File: src/rtl/axil_arb_pkg.sv
// Shared types and AXI response codes for the two-requester AXI4-Lite master.
package axil_arb_pkg;

  typedef enum logic [2:0] {
    IDLE,
    WR_REQ,
    WR_RESP,
    RD_REQ,
    RD_RESP
  } state_e;

  localparam logic [1:0] OKAY   = 2'b00;
  localparam logic [1:0] EXOKAY = 2'b01;
  localparam logic [1:0] SLVERR = 2'b10;
  localparam logic [1:0] DECERR = 2'b11;

endpackage

File: src/rtl/rr_arb2.sv
// Two-way round-robin arbiter; a tie goes to the requester not granted last.
module rr_arb2 (
  input  logic       clk,
  input  logic       rst,
  input  logic [1:0] req,
  input  logic       advance,
  output logic [1:0] gnt
);

  logic last_q;
  logic last_d;

  always_comb begin
    gnt    = req;
    last_d = last_q;
    if (req == 2'b11) begin
      gnt = last_q ? 2'b01 : 2'b10;
    end
    if (advance && (gnt != 2'b00)) begin
      last_d = gnt[1];
    end
  end

  // last_q = 1 after reset so requester 0 wins the first tie
  always_ff @(posedge clk) begin
    if (rst) begin
      last_q <= 1'b1;
    end else begin
      last_q <= last_d;
    end
  end

endmodule

File: src/rtl/axil_master_arb.sv
// AXI4-Lite master shared by two requesters, one transaction outstanding at a time.
module axil_master_arb
  import axil_arb_pkg::*;
#(
  parameter int ADDR_WIDTH = 4,
  parameter int DATA_WIDTH = 32
) (
  input  logic                      ACLK,
  input  logic                      ARESET,
  input  logic [1:0]                req_valid,
  input  logic [1:0]                req_write,
  input  logic [2*ADDR_WIDTH-1:0]   req_addr,
  input  logic [2*DATA_WIDTH-1:0]   req_wdata,
  output logic [1:0]                req_ready,
  output logic [1:0]                rsp_valid,
  output logic [DATA_WIDTH-1:0]     rsp_rdata,
  output logic                      rsp_err,
  output logic [ADDR_WIDTH-1:0]     AWADDR,
  output logic                      AWVALID,
  input  logic                      AWREADY,
  output logic [DATA_WIDTH-1:0]     WDATA,
  output logic [DATA_WIDTH/8-1:0]   WSTRB,
  output logic                      WVALID,
  input  logic                      WREADY,
  input  logic [1:0]                BRESP,
  input  logic                      BVALID,
  output logic                      BREADY,
  output logic [ADDR_WIDTH-1:0]     ARADDR,
  output logic                      ARVALID,
  input  logic                      ARREADY,
  input  logic [DATA_WIDTH-1:0]     RDATA,
  input  logic [1:0]                RRESP,
  input  logic                      RVALID,
  output logic                      RREADY
);

  state_e                  state_q;
  logic                    sel_q;
  logic [ADDR_WIDTH-1:0]   addr_q;
  logic [DATA_WIDTH-1:0]   wdata_q;
  logic                    aw_pend_q;
  logic                    w_pend_q;
  logic [1:0]              rsp_valid_q;
  logic                    rsp_err_q;
  logic [DATA_WIDTH-1:0]   rsp_rdata_q;

  logic                    idle;
  logic [1:0]              gnt;

  // Grants are only taken while idle and out of reset, so nothing is accepted mid-transaction.
  assign idle = (state_q == IDLE) && !ARESET;

  rr_arb2 u_arb (
    .clk     (ACLK),
    .rst     (ARESET),
    .req     (req_valid),
    .advance (idle),
    .gnt     (gnt)
  );

  assign req_ready = gnt & {2{idle}};
  assign rsp_valid = rsp_valid_q;
  assign rsp_err   = rsp_err_q;
  assign rsp_rdata = rsp_rdata_q;

  assign AWADDR  = addr_q;
  assign ARADDR  = addr_q;
  assign WDATA   = wdata_q;
  assign WSTRB   = '1;
  assign AWVALID = (state_q == WR_REQ) && aw_pend_q;
  assign WVALID  = (state_q == WR_REQ) && w_pend_q;
  assign BREADY  = (state_q == WR_RESP);
  assign ARVALID = (state_q == RD_REQ);
  assign RREADY  = (state_q == RD_RESP);

  always_ff @(posedge ACLK) begin
    if (ARESET) begin
      state_q     <= IDLE;
      sel_q       <= 1'b0;
      addr_q      <= '0;
      wdata_q     <= '0;
      aw_pend_q   <= 1'b0;
      w_pend_q    <= 1'b0;
      rsp_valid_q <= '0;
      rsp_err_q   <= 1'b0;
      rsp_rdata_q <= '0;
    end else begin
      rsp_valid_q <= '0;
      unique case (state_q)
        IDLE: begin
          if (gnt != 2'b00) begin
            sel_q   <= gnt[1];
            addr_q  <= gnt[1] ? req_addr[2*ADDR_WIDTH-1:ADDR_WIDTH] : req_addr[ADDR_WIDTH-1:0];
            wdata_q <= gnt[1] ? req_wdata[2*DATA_WIDTH-1:DATA_WIDTH] : req_wdata[DATA_WIDTH-1:0];
            if (req_write[gnt[1]]) begin
              state_q   <= WR_REQ;
              aw_pend_q <= 1'b1;
              w_pend_q  <= 1'b1;
            end else begin
              state_q <= RD_REQ;
            end
          end
        end
        WR_REQ: begin
          aw_pend_q <= aw_pend_q && !AWREADY;
          w_pend_q  <= w_pend_q && !WREADY;
          if ((!aw_pend_q || AWREADY) && (!w_pend_q || WREADY)) begin
            state_q <= WR_RESP;
          end
        end
        WR_RESP: begin
          if (BVALID) begin
            rsp_valid_q <= sel_q ? 2'b10 : 2'b01;
            rsp_err_q   <= (BRESP != OKAY);
            state_q     <= IDLE;
          end
        end
        RD_REQ: begin
          if (ARREADY) begin
            state_q <= RD_RESP;
          end
        end
        RD_RESP: begin
          if (RVALID) begin
            rsp_valid_q <= sel_q ? 2'b10 : 2'b01;
            rsp_err_q   <= (RRESP != OKAY);
            rsp_rdata_q <= RDATA;
            state_q     <= IDLE;
          end
        end
        default: state_q <= IDLE;
      endcase
    end
  end

endmodule

File: config.mk
export PLATFORM = sky130hd
export DESIGN_NAME = axil_master_arb
export DESIGN_NICKNAME = d
export VERILOG_FILES = /design/src/rtl/axil_arb_pkg.sv /design/src/rtl/rr_arb2.sv /design/src/rtl/axil_master_arb.sv
export SDC_FILE = /design/constraint.sdc
export NUM_CORES = 1
export LEC_CHECK = 0
export ABC_CLOCK_PERIOD_IN_PS = 1630
export BUFFER_PORTS_ARGS = -buffer_cell sky130_fd_sc_hd__clkbuf_2
export CAP_MARGIN = 20
export CORE_ASPECT_RATIO = 0.7
export CORE_MARGIN = 10
export CORE_UTILIZATION = 40
export CTS_CLUSTER_DIAMETER = 40
export DETAILED_ROUTE_END_ITERATION = 8
export HOLD_SLACK_MARGIN = 0.08
export PLACE_DENSITY = 0.85
export RECOVER_POWER = 25
export SYNTH_ARGS = -nofsm -noshare
export SYNTH_HDL_FRONTEND = slang
export SYNTH_HIERARCHICAL = 1
export SYNTH_SLANG_ARGS = --single-unit
File: constraint.sdc
create_clock -name ACLK -period 1.63 [get_ports ACLK]
set_input_delay 0.326 -clock ACLK [delete_from_list [all_inputs] [get_ports ACLK]]
set_output_delay 0.326 -clock ACLK [all_outputs]
set_load 0.01 [all_outputs]
==> results of run 1 <==
[power by group through the flow]
stage / clock [mW] / sequential [mW] / combinational, mW
after detailed placement: 0 / 2.55 / 2.45
after floorplan: 0 / 2.68 / 1.45
after global placement: 0 / 2.53 / 2.36
after global routing: 2.07 / 2.58 / 2.81
final: 1.93 / 2.53 / 2.56
after CTS: 1.98 / 2.53 / 2.50
[through the flow]
stage | hold WS [ns] | std cells
global route | 0.215 | 702
detailed placement | 0.430 | 681
finish | 0.223 | 702
CTS | 0.215 | 700
global placement | 0.429 | 681
floorplan | 0.404 | 383
[timing repair]
item	4_1_cts	5_1_grt
setup buffers	3	1
pin swaps	2	3
cloned	0	1
gates resized for setup	9	10
endpoints found under the setup margin	6	12
[state kept, by name, summed over array words and instances, names as in the netlist]
signal and flops:
ARADDR 4, WDATA 32, aw_pend_q 1, rsp_err 1
rsp_rdata 32, rsp_valid 2, sel_q 1, state_q 3
u_arb/last_q 1, w_pend_q 1
[cell type report]
cell class                 count  area (um^2)
sequential                    78         1570
fill                         778         3540
clock inverter                 5         41.3
inverter                       5         18.8
clock buffer                  11          253
multi-input combinational    263         1720
tap                          120          150
timing repair buffer         220         1190
[worst register-to-register path, cell delays in order, from the launching register on]
cell and delay (ns):
dfxtp_4 0.37, buf_4 0.16, nor3b_4 0.20, buf_4 0.16, and2_1 0.17, buf_12 0.19
nand2_1 0.08, a21oi_1 0.14
[layer usage]
layer | GRT usage | up-vias
li1 | - | 1685
met1 | 0.177 | 1565
met2 | 0.283 | 106
met3 | 0.0517 | 13
met4 | 0.0418 | 0
met5 | 0 | -
[layout by cell type (no fill, tap or decap), drive strengths merged, types with 2 or more instances in the layout]
cell      count
clkbuf      208
dfxtp        78
nand2        73
nor2         45
a21oi        38
a211oi       37
mux2i        36
buf          23
inv           7
conb          4
nand3         3
and2          3
nor2b         2
nand3b        2
and3          2
clkinvlp      2
nand2b        2
nor3          2
a21boi        2
[worst paths after layout]
check	from	end	slack, ns	cells after the start
worst min register to register	sel_q	rsp_valid[0]	0.44	1
worst max-delay path	state_q[1]	req_ready[1]	-0.01	4
worst min-delay path	RDATA[14]	rsp_rdata[14]	0.22	3
worst max register to register	state_q[1]	rsp_rdata[30]	0.09	7
[logic make-up after synthesis]
group                  after synthesis
flip-flops                          78
AND/OR/NAND/NOR                    136
other                                1
buffers and inverters               42
AO/OA/AOI/OAI                       86
multiplexers                        37
==> flow_metrics.tcl, run 1 <==
set metrics [dict create \
    portBuffers 200 \
    grt_max_degree 77 \
    max_freq_ghz 0.609 \
    via_per_inst 4.80 \
    yosysTopAreaCell "dfxtp_1" \
    avgSynthCellArea_um2 9.15 \
    synthTopCellsByCount "dfxtp_1 (78), nand2_1 (73), nor2_1 (45)" \
    crit_fanout 4 \
    p_total_mw 7.02 \
    synthMuxAreaShare 0.107 \
    clkTransAtPathRegs_ns 0.06 \
    gr-total-overflow 0 \
    cts_buffer_depth 2 \
    routed_wl_mm 11.0 \
    p_clk_frac 0.275 \
    required_ns 1.30 \
    drv_slew 0 \
    critical_path_class "flip-flop to output port" \
    drtIter0Drc 115 \
    synthTopCellsByArea "dfxtp_1 (45%), a211oi_2 (11%), mux2i_1 (10%)" \
    rsz0062_at_grt "true" \
    cp_num_buf_inv 2 \
    netlist_instances 380 \
    synth_edf_count 0 \
    ys_seq_area_frac 0.449 \
    synthSimpleGateAreaFrac 0.164 \
    combPwrFrac 0.365 \
    end_kind "output port" \
    antenna_found_initial 0 \
    setup_viol 2 \
    clock_skew_ns 0.00458 \
    rows 28 \
    async_flop_share 0 \
    final_core_util 0.582 \
    fin_ws_ns -0.0112 \
    ir_worst_vdd_uv 694 \
    drv_cap 0 \
    vias 3369 \
    post-route-period-util 1.01 \
    initial_core_util 0.410 \
    grt_use_total 0.158 \
    min_period_ns 1.64 \
    hpwl_mm 8.57 \
    num_antenna_cells 0 \
    die_area_um2 12900 \
    cts_made_buffers 9 \
    postPlaceCellArea_um2 4580 \
    dr.max_layer_used "met4" \
    crit_path_top_delay_cell "dfxtp_4" \
    pre_cts_ws_ns 0.0523 \
    post_route_cells_drive_above_1_share 0.418 \
    powerDensity_nw_per_um2 1420 \
    seqPwrFrac 0.360 \
    synth_seq_cells 78 \
    cts_tree "done" \
    first_global_vias 3474 \
    synth_top_family_by_area "compound AO/OA/AOI/OAI gates" \
    hold_viol_final 0 \
    fp.dieH_um 98.0 \
    first_pass_iters 4 \
    synthesis.area_um2 3480 \
    detail_route.wl_per_cell_um 15.7 \
    final_antenna_net_count 0 \
    clkLatencyLatePin_ns 0.32 \
    synth-compound-area-share 0.204 \
    netSwitchingFraction 0.350 \
    crit_chain "nor4_4, buf_4, and2_4, buf_6" \
    io_pins 205 \
    synth_top_area_share 0.449 \
    leakagePower_nw 2.13 \
    critPathTopFamily "simple AND/OR/NAND/NOR gates" \
    cts_hold_buf 0 \
    yosysMostFrequentCell "dfxtp_1" \
    cp.arrival_ns 1.32 \
    drt-met1-wl_mm 4.63 \
    core_um2 8480 \
    synth-adder-area-share 0 \
    hp-class "input pin to flip-flop" \
    synth_xor_area_frac 0 \
    outcome "complete, but fails checks" \
    met3_length_um 611 \
    p_switching_mw 2.45 \
    finalInstanceArea_um2 4940 \
    route.detailed.drc 0 \
    critPathMaxStageDelay_ns 0.37 \
    wl_met2_mm 5.67 \
    root_buffer "clkbuf_16" \
    grt_pass1_wl_mm 17.2 \
    ys.flop_type "dfxtp_1" \
    synth_warnings 6 \
    h-tree-depth 3 \
    yosysUniqueCellTypes 34 \
    cts.sinks 78 \
    area.growth.synth_to_final_pct 41.9 \
    layout.nets 696 \
    p_int_mw 4.57 \
    violations "negative setup slack" \
    finalSetupTns_ns -0.0198 \
    dieWidth_um 131 \
    gp_congestion 0.820 \
    critPathLaunchType "flip-flop" \
]
No activity file was read; power rests on OpenSTA's default activity.
==> run 2, diff against run 1 <==
ABC_CLOCK_PERIOD_IN_PS = 1500   (was 1630)
CORE_UTILIZATION = 39   (was 40)
PLACE_DENSITY = 0.87   (was 0.85)
clock period = 1.5 ns   (was 1.63 ns; I/O delays follow)
==> run 2 against run 1 <==
Compared with the run above:
- the flow still finishes with violations (negative setup slack)
- core utilization increased by 5.1 points
- via count increased by 5.1%
- largest cell class unchanged
- first-iteration DRC count increased by 90%
- sequential share of layout area decreased by 2.9 points
- non-clock buffer count increased by 15
- worst setup slack got worse by 0.15 ns
- final area increased by 10%
- register-to-register slack got worse by 0.15 ns
==> flow_metrics.tcl, run 2 (same netlist as run 1, synthesis figures left out) <==
set metrics [dict create \
    cp.arrival_ns 1.36 \
    antenna_found_initial 0 \
    cts_buffer_depth 2 \
    initial_core_util 0.405 \
    area.growth.synth_to_final_pct 56.3 \
    seqPwrFrac 0.330 \
    violations "negative setup slack" \
    dieWidth_um 133 \
    grt_max_degree 77 \
    leakagePower_nw 2.40 \
    p_int_mw 5.58 \
    min_period_ns 1.66 \
    first_pass_iters 4 \
    cts_made_buffers 9 \
    clkTransAtPathRegs_ns 0.06 \
    grt_use_total 0.161 \
    drtIter0Drc 218 \
    end_kind "output port" \
    gr-total-overflow 0 \
    powerDensity_nw_per_um2 1560 \
    num_antenna_cells 0 \
    clock_skew_ns 0.00433 \
    critical_path_class "flip-flop to output port" \
    hold_viol_final 0 \
    crit_path_top_delay_cell "dfxtp_4" \
    p_total_mw 8.46 \
    dpl.cell_count 681 \
    first_global_vias 3571 \
    cts_hold_buf 0 \
    portBuffers 200 \
    clkLatencyLatePin_ns 0.33 \
    post_route_cells_drive_above_1_share 0.518 \
    crit_chain "nor4_4, buf_4, and2_4, buf_6" \
    crit_fanout 4 \
    drv_slew 0 \
    required_ns 1.20 \
    die_area_um2 13200 \
    fp.dieH_um 99.0 \
    finalSetupTns_ns -1.58 \
    mostFrequentLayoutCells "clkbuf_2 (171), dfxtp_1 (74), nand2_1 (65), nor2_1 (41), mux2i_1 (36)" \
    fin_ws_ns -0.158 \
    drv_cap 0 \
    p_switching_mw 2.88 \
    combPwrFrac 0.394 \
    hp-class "input pin to flip-flop" \
    critPathMaxStageDelay_ns 0.37 \
    holdWs_ns 0.186 \
    route.detailed.drc 0 \
    detail_route.wl_per_cell_um 17.1 \
    fillCellCount 719 \
    hpwl_mm 8.57 \
    netSwitchingFraction 0.340 \
    vias 3542 \
    outcome "complete, but fails checks" \
    rows 28 \
    cts_tree "done" \
    critPathLaunchType "flip-flop" \
    via_per_inst 4.94 \
    final_antenna_net_count 0 \
    post-route-period-util 1.11 \
    root_buffer "clkbuf_16" \
    layout_commonest_cell "clkbuf_2" \
    max_freq_ghz 0.603 \
    multi_input_area_um2 1870 \
    core_um2 8580 \
    ir_worst_vdd_uv 723 \
    p_clk_frac 0.276 \
    rsz0062_at_grt "true" \
    h-tree-depth 3 \
    routed_wl_mm 12.3 \
    cts.sinks 78 \
    layout.nets 711 \
    gp_congestion 0.741 \
    setup_viol 58 \
    register_area_um2 1570 \
    grt_pass1_wl_mm 17.7 \
    io_pins 205 \
    fin_cells 717 \
]
## run 2: power groups by stage
stage	Clock (mW)	Combinational, mW	Sequential [mW]
2_1_floorplan	0	1.58	2.92
3_3_place_gp	0	2.46	2.77
3_5_place_dp	0	2.56	2.80
4_1_cts	2.38	2.74	2.77
5_1_grt	2.50	3.60	2.84
6_report	2.33	3.34	2.79
## run 2: worst paths after layout
| check | slack (ns) | endpoint | depth (start not counted) | start |
|---|---|---|---|---|
| worst min-delay path | 0.19 | rsp_rdata[0] | 3 | RDATA[0] |
| worst min register to register | 0.46 | rsp_rdata[9] | 2 | rsp_rdata[9] |
| worst max-delay path | -0.16 | req_ready[0] | 4 | state_q[0] |
| worst max register to register | -0.06 | rsp_rdata[30] | 7 | state_q[0] |
## run 2: what timing repair did
action	in CTS	in global routing
pin swaps	3	17
gates cloned	1	8
resized for setup	14	66
setup buffers	4	7
hold endpoints to repair	0	0
setup endpoints to repair	49	51
## run 2: routing by layer
| layer | wire length [um] | track usage | up-vias |
|---|---|---|---|
| met2 | 6210 | 0.280 | 133 |
| met1 | 5070 | 0.176 | 1679 |
| met3 | 848 | 0.0644 | 16 |
| met4 | 156 | 0.0514 | 0 |
| li1 | - | - | 1714 |
| met5 | 0 | 0 | - |
## run 2: layout make-up
cell class / count / share of cell area
Clock buffer: 9 / 0.0414
Clock inverter: 7 / 0.0179
Inverter: 5 / 0.00345
Multi-Input combinational cell: 263 / 0.344
Sequential cell: 78 / 0.289
Tap cell: 120 / 0.0276
Timing Repair Buffer: 235 / 0.276
## run 2: stage by stage
stage	instance area (um^2)	util	worst slack (ns)
final	5440	0.634	-0.158
after global routing	5440	0.634	-0.247
after CTS	5000	0.583	-0.139
after detailed placement	4590	0.534	-0.0883
after global placement	4590	0.534	-0.0322
after floorplan	3490	-	0.00422
## run 2: worst max-delay path, delay by kind of cell, from the launching register on
kind                   cells  cell delay (ns)
buffers and inverters      2             0.26
AND/OR/NAND/NOR            2             0.40
flip-flops                 1             0.37
